`src/rtl/init_ram_pkg.sv`:
```
// rtl/init_ram_pkg.sv - shared types, mode constants and preload pattern for init_ram_ctrl
package init_ram_pkg;

  typedef enum logic {IDLE, INIT} state_t;

  localparam int MODE_IDENTITY = 0;
  localparam int MODE_ZERO     = 1;

  // Returned wide; the caller narrows it to the data width.
  function automatic logic [63:0] init_pattern(input logic [31:0] cnt, input int mode);
    return (mode == MODE_ZERO) ? 64'd0 : {32'd0, cnt};
  endfunction

endpackage

```
`src/rtl/ram_sp_sync.sv`:
```
// rtl/ram_sp_sync.sv - single-port RAM with one write port and a registered read port
module ram_sp_sync #(
  parameter int DATA_W = 8,
  parameter int ADDR_W = 5
) (
  input  logic              clock,
  input  logic              reset,
  input  logic              we,
  input  logic              re,
  input  logic [ADDR_W-1:0] address,
  input  logic [DATA_W-1:0] d,
  output logic [DATA_W-1:0] q
);

  logic [DATA_W-1:0] mem [0:(1<<ADDR_W)-1];

  // The array is deliberately left out of reset so contents survive it.
  always_ff @(posedge clock) begin
    if (we) mem[address] <= d;
  end

  always_ff @(posedge clock) begin
    if (reset)   q <= '0;
    else if (re) q <= mem[address];
  end

endmodule

```
`src/rtl/init_ram_ctrl.sv`:
```
// rtl/init_ram_ctrl.sv - working RAM with a hardware preload sequencer and busy flag
module init_ram_ctrl
  import init_ram_pkg::*;
#(
  parameter int DATA_W     = 8,
  parameter int ADDR_W     = 5,
  parameter int INIT_WORDS = 16,
  parameter int INIT_MODE  = 0
) (
  input  logic              clock,
  input  logic              reset,
  input  logic              init_start,
  input  logic              we,
  input  logic              re,
  input  logic [ADDR_W-1:0] address,
  input  logic [DATA_W-1:0] d,
  output logic [DATA_W-1:0] q,
  output logic              q_valid,
  output logic              busy
);

  localparam int CNT_W = ADDR_W + 1;
  localparam logic [CNT_W-1:0] LAST = CNT_W'(INIT_WORDS - 1);

  if (INIT_WORDS < 1 || INIT_WORDS > (1 << ADDR_W) ||
      (INIT_MODE != MODE_IDENTITY && INIT_MODE != MODE_ZERO)) begin : g_bad_params
    $error("init_ram_ctrl: illegal INIT_WORDS or INIT_MODE");
  end

  state_t            state, state_next;
  logic [CNT_W-1:0]  cnt, cnt_next;
  logic              mem_we, mem_re;
  logic [ADDR_W-1:0] mem_addr;
  logic [DATA_W-1:0] mem_d;

  always_ff @(posedge clock) begin
    if (reset) begin
      state   <= IDLE;
      cnt     <= '0;
      q_valid <= 1'b0;
    end else begin
      state   <= state_next;
      cnt     <= cnt_next;
      q_valid <= mem_re;
    end
  end

  // Priority in IDLE is init_start, then write, then read.
  always_comb begin
    state_next = state;
    cnt_next   = cnt;
    mem_we     = 1'b0;
    mem_re     = 1'b0;
    mem_addr   = address;
    mem_d      = d;
    case (state)
      IDLE: begin
        if (init_start) begin
          state_next = INIT;
          cnt_next   = '0;
        end else if (we) begin
          mem_we = 1'b1;
        end else if (re) begin
          mem_re = 1'b1;
        end
      end
      INIT: begin
        mem_we   = 1'b1;
        mem_addr = cnt[ADDR_W-1:0];
        mem_d    = DATA_W'(init_pattern(32'(cnt), INIT_MODE));
        cnt_next = cnt + 1'b1;
        if (cnt == LAST) state_next = IDLE;
      end
      default: state_next = IDLE;
    endcase
  end

  assign busy = (state == INIT);

  ram_sp_sync #(
    .DATA_W (DATA_W),
    .ADDR_W (ADDR_W)
  ) u_ram (
    .clock   (clock),
    .reset   (reset),
    .we      (mem_we),
    .re      (mem_re),
    .address (mem_addr),
    .d       (mem_d),
    .q       (q)
  );

endmodule

```
`config.mk`:
```
export PLATFORM = sky130hd
export DESIGN_NAME = init_ram_ctrl
export DESIGN_NICKNAME = d
export VERILOG_FILES = /design/src/rtl/init_ram_pkg.sv /design/src/rtl/ram_sp_sync.sv /design/src/rtl/init_ram_ctrl.sv
export SDC_FILE = /design/constraint.sdc
export NUM_CORES = 1
export LEC_CHECK = 0
export ABC_CLOCK_PERIOD_IN_PS = 2750
export CELL_PAD_IN_SITES_DETAIL_PLACEMENT = 0
export CELL_PAD_IN_SITES_GLOBAL_PLACEMENT = 2
export CORE_UTILIZATION = 35
export DETAILED_ROUTE_END_ITERATION = 6
export GPL_TIMING_DRIVEN = 0
export PLACE_DENSITY_LB_ADDON = 0.1
export SKIP_CTS_REPAIR_TIMING = 1
export SYNTH_ARGS = -nofsm -noshare
export SYNTH_HDL_FRONTEND = slang
export SYNTH_SLANG_ARGS = --single-unit
```
`constraint.sdc`:
```
create_clock -name clock -period 2.75 [get_ports clock]
set_input_delay 0.55 -clock clock [delete_from_list [all_inputs] [get_ports clock]]
set_output_delay 0.55 -clock clock [all_outputs]
set_load 0.02 [all_outputs]
```
# Word-level counts from Yosys, hierarchy flattened
# Memories as Yosys holds them, arrays and structs flattened. A register that Yosys moved wholly into a read port is not among the register bits.
# Cells that the tools add are included.
dict set report op_classes {
  add_sub_neg 1
  eq_ne 2
  n_mux 16
  n_bitwise 1
}
# operator n
set ops {}
lappend ops {{6-bit case mux with 2 select lines} 1}
lappend ops {{1-bit two-way mux} 10}
lappend ops {{8-bit two-way mux} 1}
lappend ops {{6-bit by 1-bit adder with 6-bit output (second input constant)} 1}
lappend ops {{6-bit by 4-bit == test with 1-bit output (second input constant)} 1}
lappend ops {{6-bit two-way mux} 1}
lappend ops {{5-bit two-way mux} 1}
lappend ops {{1-bit case mux with 2 select lines} 2}
lappend ops {{2-bit != test (second input constant)} 1}
lappend ops {{1-bit NOT} 1}
dict set report word_totals {
  reg_bits 8
  ram_bits 256
  inputBits 18
  output_inout_bits 10
  elab_cells 24
  mem_count 1
}
# name words word_bits read_ports rd_clocked_by_memory_dff wr line_no
set memory_table {}
lappend memory_table {u_ram.mem 32 8 1 1 1 ram_sp_sync.sv:15} ;# logic [DATA_W-1:0] mem [0:(1<<ADDR_W)-1];

# Longest topological paths before layout
# Gate-level depths: netlist of run 1.
dict set report depth {
  depth_word 5
  ltp_mapped 9
  mapped_depth_nobuf 5
}

# Modules after synthesis
# A second synthesis of run 1 with hierarchy kept.
dict set report unflattened {
  hier_cells 585
  hier_area_um2 10931.7
}
# module n_inst cells_each area_each_um2 seq_area_each_um2
set by_module_without_submodules {}
lappend by_module_without_submodules {ram_sp_sync 1 515 10421.2 7847.5}
lappend by_module_without_submodules {init_ram_ctrl 1 70 510.5 160.2}

# Worst setup path before layout of run 1
# Ideal clock, no wire load.
dict set report synth_timing {
  path_type {register to register}
  start {register state (netlist: busy)}
  end {memory u_ram.mem[0][0], data pin}
  setup_time_ns 0.454
  t_arrival_ns 2.550
  t_required_ns 2.296
  setup_slack_ns -0.254
  stages_incl_launch_ff 7
  path_buffers 5
  synth_period_minus_slack_ns 3.004
  cell_sequence {dfxtp_1 buf_6 buf_4 buf_4 buf_2 clkbuf_1 o21ai_0}
}
dict set report synth_between {
  elab_chain_len 1
}
# element line_no
set synth_lines {}
lappend synth_lines {{from (decl)} init_ram_ctrl.sv:30} ;# state_t state, state_next;
lappend synth_lines {{from (signal assigned)} init_ram_ctrl.sv:42} ;# state <= state_next;
lappend synth_lines {{8-bit two-way mux} init_ram_ctrl.sv:56} ;# case (state)
lappend synth_lines {{named net mem_d[0]} init_ram_ctrl.sv:34} ;# logic [DATA_W-1:0] mem_d;
lappend synth_lines {{to (decl)} ram_sp_sync.sv:15}
# The timed path passes the listed nets, and every way through them passes these cells.

# Final worst setup path of run 1
dict set report layout_timing {
  start {register state (netlist: busy)}
  end {memory u_ram.mem[3][7], enable pin}
}
dict set report layout_between {
  elab_chain_len 4
  elab_cells_between_ends 5
  cone_classes {mux (4); bitwise (1)}
}
# element line_no
set layout_lines {}
lappend layout_lines {{1-bit NOT} -}
lappend layout_lines {{1-bit case mux with 2 select lines} init_ram_ctrl.sv:56}
lappend layout_lines {{1-bit two-way mux} ram_sp_sync.sv:19} ;# if (we) mem[address] <= d;
lappend layout_lines {{1-bit two-way mux (implied by the code)} ram_sp_sync.sv:19}
# Parallel ways exist; a longest one is shown, timed or not.

==> out/results.ini, run 1 <==
[run_status]
status=finished, violations left
violations=setup timing

[sta]
tightestPinTransition_ns=1.159
finalCriticalPeriod_ns=2.765
fin_skew_ns=0.01531
hold_viol_final=0
setup_slack_ns=-0.01492
setup_viol=8
slew_headroom=0.2238
rsz0062_at_grt=yes
finalCritPeriodShare=1.005
timing.fmax_mhz=361.7
drv_slew=0

[pwr]
p_leak_nw=3.952
power_density_nw_per_um2=694.5
power_frac_comb=0.074
ir_worst_vdd_mv=0.4873
p_sw_frac=0.2288
p_sw_w=0.002100
p_int_w=0.007078
power_w=0.009178
seqPwrFrac=0.503
clock_power_share=0.423

[clocking]
cts.sinks=272
clkTransAtPathRegs_ns=0.06
cts_buffers=30
clk_path_buf_depth=3
clk_latency_ns=0.57
root_buffer=clkbuf_16
htreeDepth=1
cts_tree=yes

[logic_synthesis]
synth_top_area_cell=edfxtp_1
ys_seq_elements=272
synth-edff-count=256
ys.flop_type=edfxtp_1
yosysSeqAreaShare=0.7274
async_flop_share=0
syn_area_um2=11010
synth_cell_types=48
synth_nets=747
synth_top_area_frac=0.6983
avgSynthCellArea_um2=15.12
synth_area_leaders=edfxtp_1 70%, o21ai_0 7.3%, mux4_2 4.1%
yosysWarnings=0
netlist_instances=728

[critical_path]
cp.buffers_inverters=3
cp-end-kind=register
start_kind=register
worstPathRequired_ns=2.95
r2r-start=busy$_SDFF_PP0_
r2r_end=u_ram.mem[3][7]$_DFFE_PP_
path_class=register to register
worstPathMaxFanout=10
path_cells=buf_6, buf_4, buf_4, nor2_2, nand3_1, nand2_1, nand2_2, nor2_2
arrival_ns=2.96
rr_worst_depth=8
cp_slowest_stage_delay_ns=0.58
cpLargestDelayFamily=simple AND/OR/NAND/NOR gates
worst_path_max_delay_cell=nor2_2
rrSetupSlack_ns=-0.01

[grt]
grt_pass1_vias=6878
grt.total_usage=0.2141
grt_antenna_before_repair=0
grt_max_degree=33
grt_pass1_wl_mm=48.70
overflow=0

[placement]
place.port_buffers=26
dp_slack_ns=-1.312
gp_congestion=0.8070
hpwl_mm=22.29

[floorplan]
die-area_um2=32170
die_y_um=179.4
core.rowCount=64
io_pins=28
fp.dieW_um=179.4
initial_core_util=0.3580
design.core.area_um2=30750

[cells_and_area]
area_growth_pct=20.04
antenna_cells=0
register_area_um2=8008
final_common_cell=edfxtp_1
layout_common_cells=256 x edfxtp_1, 157 x o21ai_0, 38 x a41oi_1
num-nets-final=815
multi_input_area_um2=3082
drive_above_1_share=0.2029
fill_cells=2792

[drt]
drt-total-wl_mm=33.65
ant_nets=0
drc=0
initialDrtViolationCount=735
firstDrtPassIters=7
vias=7040
wire_per_inst_um=27.72
vias_per_cell=5.799

[job]
cap_violations=0

[hold_path]
min_from=u_ram.q[2]$_SDFFE_PP0P_
min_to=u_ram.q[2]$_SDFFE_PP0P_
min_path_cells=2
min-delay-path-class=register to register

-- worst register-to-register path, cell delays in order, from the launching register on --
cell	delay [ns]
dfxtp_1	0.36
buf_6	0.16
buf_4	0.16
buf_4	0.18
nor2_2	0.29
nand3_1	0.12
nand2_1	0.20
nand2_2	0.34
nor2_2	0.58
-- sequential cells by signal, summed over array words and instances, names as in the netlist --
signal / count
u_ram.q: 8
q_valid: 1
cnt: 6
busy: 1
u_ram.mem: 256
-- area by class of cell --
class,instances,area share
sequential,272,0.6059
multi-input combinational,397,0.2332
clock buffer,35,0.05823
tap,396,0.03749
timing repair buffer,36,0.02859
buffer,55,0.02159
clock inverter,19,0.01382
inverter,4,0.001136
-- synthesized netlist by cell type, types with 3 or more instances --
cell and count:
nor3_1 11, buf_2 6, buf_6 3, nor3b_1 5, a41oi_1 38, nand2_1 12, dfxtp_1 16, nand4_1 3
clkbuf_1 41, inv_1 4, o21ai_0 161, mux4_2 20, o21ai_1 3, edfxtp_1 256, o21bai_1 7, mux2_2 7
o22ai_1 4, a31oi_1 9, a22oi_1 5, nand3_1 4, nand2b_1 5, a2111oi_0 6, buf_1 3, nor4_1 3
nor2b_1 4, a21oi_1 7, mux2i_1 12, and3b_1 5, nor2_1 41
-- worst max path at each step --
stage	depth (start not counted)	startpoint	to	slack (ns)
CTS	5	cnt[1]$_SDFFE_PP0P_	u_ram.mem[19][3]$_DFFE_PP_	-0.82
floorplan	6	busy$_SDFF_PP0_	u_ram.mem[0][0]$_DFFE_PP_	-0.25
global placement	6	busy$_SDFF_PP0_	u_ram.mem[27][2]$_DFFE_PP_	-2.54
detailed placement	5	address[1]	u_ram.mem[19][1]$_DFFE_PP_	-1.31
global route	8	busy$_SDFF_PP0_	u_ram.mem[3][7]$_DFFE_PP_	-0.12
finish	8	busy$_SDFF_PP0_	u_ram.mem[3][7]$_DFFE_PP_	-0.01
-- power groups by stage --
stage | clock, W | sequential (W) | combinational, W
after floorplan | 0 | 0.00470 | 0.000333
after global placement | 0 | 0.00471 | 0.000610
after detailed placement | 0 | 0.00470 | 0.000633
after CTS | 0.00396 | 0.00461 | 0.000635
after global routing | 0.00412 | 0.00461 | 0.000727
final | 0.00388 | 0.00461 | 0.000682
-- through the flow --
stage | instances | instance area, µm² | hold slack, ns | setup TNS (ns) | utilization
2_1_floorplan | 728 | 11010 | 0.4960 | -16.24 | -
3_3_place_gp | 1150 | 11770 | 0.5274 | -462.74 | 0.3826
3_5_place_dp | 1156 | 11870 | 0.5223 | -254.29 | 0.3859
4_1_cts | 1210 | 12820 | 0.5345 | -154.80 | 0.4168
5_1_grt | 1214 | 13220 | 0.5533 | -2.808 | 0.4298
6_report | 1214 | 13220 | 0.5377 | -0.09780 | 0.4298
-- routing by layer --
layer | wire (µm) | track usage | part of all wire | up-vias
met1 | 15020 | 0.3042 | 0.45 | 3679
li1 | - | - | - | 3081
met5 | 0 | 0 | 0 | -
met2 | 16230 | 0.3474 | 0.48 | 235
met4 | 597 | 0.04377 | 0.018 | 0
met3 | 1798 | 0.03397 | 0.053 | 45
-- cell families after synthesis --
| family | share of synthesized area |
|---|---|
| compound gates | 0.1374 |
| buf+inv | 0.02352 |
| mux | 0.06035 |
| simple gates | 0.05023 |
| fa+ha+maj | 0.001136 |
| flops | 0.7274 |
No activity file was read; power rests on OpenSTA's default activity.
==> run 2: changes to the inputs <==
--- a/config.mk
+++ b/config.mk
@@ -12,6 +12,7 @@
 export DETAILED_ROUTE_END_ITERATION = 6
 export GPL_TIMING_DRIVEN = 0
 export PLACE_DENSITY_LB_ADDON = 0.1
+export SETUP_SLACK_MARGIN = 0.05
 export SKIP_CTS_REPAIR_TIMING = 1
 export SYNTH_ARGS = -nofsm -noshare
 export SYNTH_HDL_FRONTEND = slang
==> run 2 against run 1 <==
Against the previous run: the flow now finishes without violations; clock-buffer cell count unchanged; clock power about the same; setup slack improved by 0.021 ns; critical path depth unchanged; highest routed layer unchanged.
==> out/results.ini, run 2 (synthesized netlist as in run 1, its figures left out) <==
[critical_path]
rrSetupSlack_ns=0.006  ; +0.02 ns
worstPathRequired_ns=2.95  ; about the same
r2r_end=u_ram.mem[3][7]$_DFFE_PP_
rr_worst_depth=8  ; unchanged
worstPathMaxFanout=10  ; unchanged
r2r-start=busy$_SDFF_PP0_
cp.depth=8  ; unchanged
cpLargestDelayFamily=simple AND/OR/NAND/NOR gates
cp.buffers_inverters=3  ; unchanged
worst_path_max_delay_cell=nor2_2
cp_slowest_stage_delay_ns=0.57  ; about the same
path_cells=buf_6, buf_4, buf_4, nor2_2, nand3_1, nand2_1, nand2_2, nor2_2
arrival_ns=2.94  ; -0.02 ns
start_kind=register
path_class=register to register
cp-end-kind=register

[cells_and_area]
largest_reg_flops=256  ; unchanged
num-nets-final=819  ; +0.49%
top_register=u_ram.mem
antenna_cells=0  ; unchanged
final_util=0.4326  ; +0.002807
top_regs=u_ram.mem: 256 flops, u_ram.q: 8 flops, cnt: 6 flops
drive_above_1_share=0.2068  ; +0.003879
area_growth_pct=20.82
final_common_cell=edfxtp_1
layout_common_cells=256 x edfxtp_1, 157 x o21ai_0, 38 x a41oi_1

[sta]
slew_headroom=0.2360  ; +0.01219
finalCritPeriodShare=0.9979  ; -0.007494
finalCriticalPeriod_ns=2.744  ; -0.02061 ns
drv_slew=0  ; unchanged
rsz0062_at_grt=yes
setup_viol=0  ; -8
timing.fmax_mhz=364.4  ; +0.75%
hold_viol_final=0  ; unchanged
setup_tns_ns=0  ; +0.09780 ns
tightestPinTransition_ns=1.141  ; -0.01820 ns
fin_skew_ns=0.02018  ; +0.004876 ns

[run_status]
status=completed

[grt]
grt.total_usage=0.2141  ; unchanged
grt_max_degree=33  ; unchanged
grt_pass1_wl_mm=48.70  ; unchanged
grt_antenna_before_repair=0  ; unchanged
overflow=0  ; unchanged
grt_pass1_vias=6878  ; unchanged

[floorplan]
die_y_um=179.4  ; unchanged
fp.dieW_um=179.4  ; unchanged
die-area_um2=32170  ; unchanged
design.core.area_um2=30750  ; unchanged
io_pins=28  ; unchanged
core.rowCount=64  ; unchanged
initial_core_util=0.3580  ; unchanged

[placement]
hpwl_mm=22.29  ; unchanged
gp_congestion=0.8070  ; unchanged
place.port_buffers=26  ; unchanged

[drt]
wire_per_inst_um=27.67  ; -0.16%
vias=7078  ; +0.54%
vias_per_cell=5.811  ; +0.21%
initialDrtViolationCount=650  ; -12%
firstDrtPassIters=7  ; unchanged
drc=0  ; unchanged
drt-total-wl_mm=33.71  ; +0.17%
ant_nets=0  ; unchanged

[hold_path]
min_path_cells=2  ; unchanged
min_to=u_ram.q[2]$_SDFFE_PP0P_
min_from=u_ram.q[2]$_SDFFE_PP0P_
min-delay-path-class=register to register

[pwr]
power_density_nw_per_um2=690.6  ; -0.55%
p_leak_nw=3.994  ; +1.1%
ir_worst_vdd_mv=0.4878  ; about the same

[clocking]
cts.sinks=272  ; unchanged
root_buffer=clkbuf_16
clk_path_buf_depth=3  ; unchanged
cts_tree=yes
clkTransAtPathRegs_ns=0.06  ; about the same
htreeDepth=1  ; unchanged
cts_buffers=30  ; unchanged
clk_latency_ns=0.58  ; about the same

[job]
cap_violations=0  ; unchanged

[run 2: routing by layer]
metal / global-route usage / vias up / part of all wire / wire length, µm
met3: 0.03397 / 41 / 0.051 / 1711
met5: 0 / - / 0 / 0
met2: 0.3474 / 236 / 0.48 / 16280
met1: 0.3042 / 3710 / 0.45 / 15130
li1: - / 3091 / - / -
met4: 0.04377 / 0 / 0.017 / 588
[run 2: worst register-to-register path: cells and delay by family, from the launching register on]
| kind | cells | cell delay, ns |
|---|---|---|
| simple gates | 5 | 1.52 |
| flops | 1 | 0.35 |
| buf+inv | 3 | 0.50 |
[run 2: area by class of cell]
class                           instances  area [µm²]
Clock inverter                         19       182.7
Buffer                                 55       289.0
Tap cell                              396       495.5
Timing Repair Buffer                   40       460.4
Inverter                                4       15.01
Clock buffer                           35       769.5
Multi-Input combinational cell        397        3082
Sequential cell                       272        8008
Fill cell                            2787       17450
[run 2: worst max-delay path by stage]
stage / endpoint / start / slack [ns]
finish: u_ram.mem[3][7]$_DFFE_PP_ / busy$_SDFF_PP0_ / 0.006
global route: u_ram.mem[3][7]$_DFFE_PP_ / busy$_SDFF_PP0_ / -0.12
CTS: u_ram.mem[19][3]$_DFFE_PP_ / cnt[1]$_SDFFE_PP0P_ / -0.82
detailed placement: u_ram.mem[19][1]$_DFFE_PP_ / address[1] / -1.31
global placement: u_ram.mem[27][2]$_DFFE_PP_ / busy$_SDFF_PP0_ / -2.54
floorplan: u_ram.mem[0][0]$_DFFE_PP_ / busy$_SDFF_PP0_ / -0.25
[run 2: where the power goes]
| group | leakage [nW] | total, W | switching, W | internal, W |
|---|---|---|---|---|
| sequential | 2.46 | 0.00461 | 0.0000144 | 0.00460 |
| combinational | 1.07 | 0.000684 | 0.000470 | 0.000213 |
| clock | 0.465 | 0.00389 | 0.00162 | 0.00227 |
| total | 3.99 | 0.00919 | 0.00211 | 0.00708 |
[run 2: per-stage QoR]
step | power, W | setup WS (ns) | instances | area [µm²] | hold WS (ns)
4_1_cts | 0.009207 | -0.8222 | 1210 | 12820 | 0.5345
5_1_grt | 0.009464 | -0.1176 | 1218 | 13300 | 0.5533
3_3_place_gp | 0.005315 | -2.538 | 1150 | 11770 | 0.5274
6_report | 0.009187 | 0.005691 | 1218 | 13300 | 0.5368
3_5_place_dp | 0.005334 | -1.312 | 1156 | 11870 | 0.5223
2_1_floorplan | 0.005035 | -0.2537 | 728 | 11010 | 0.4960
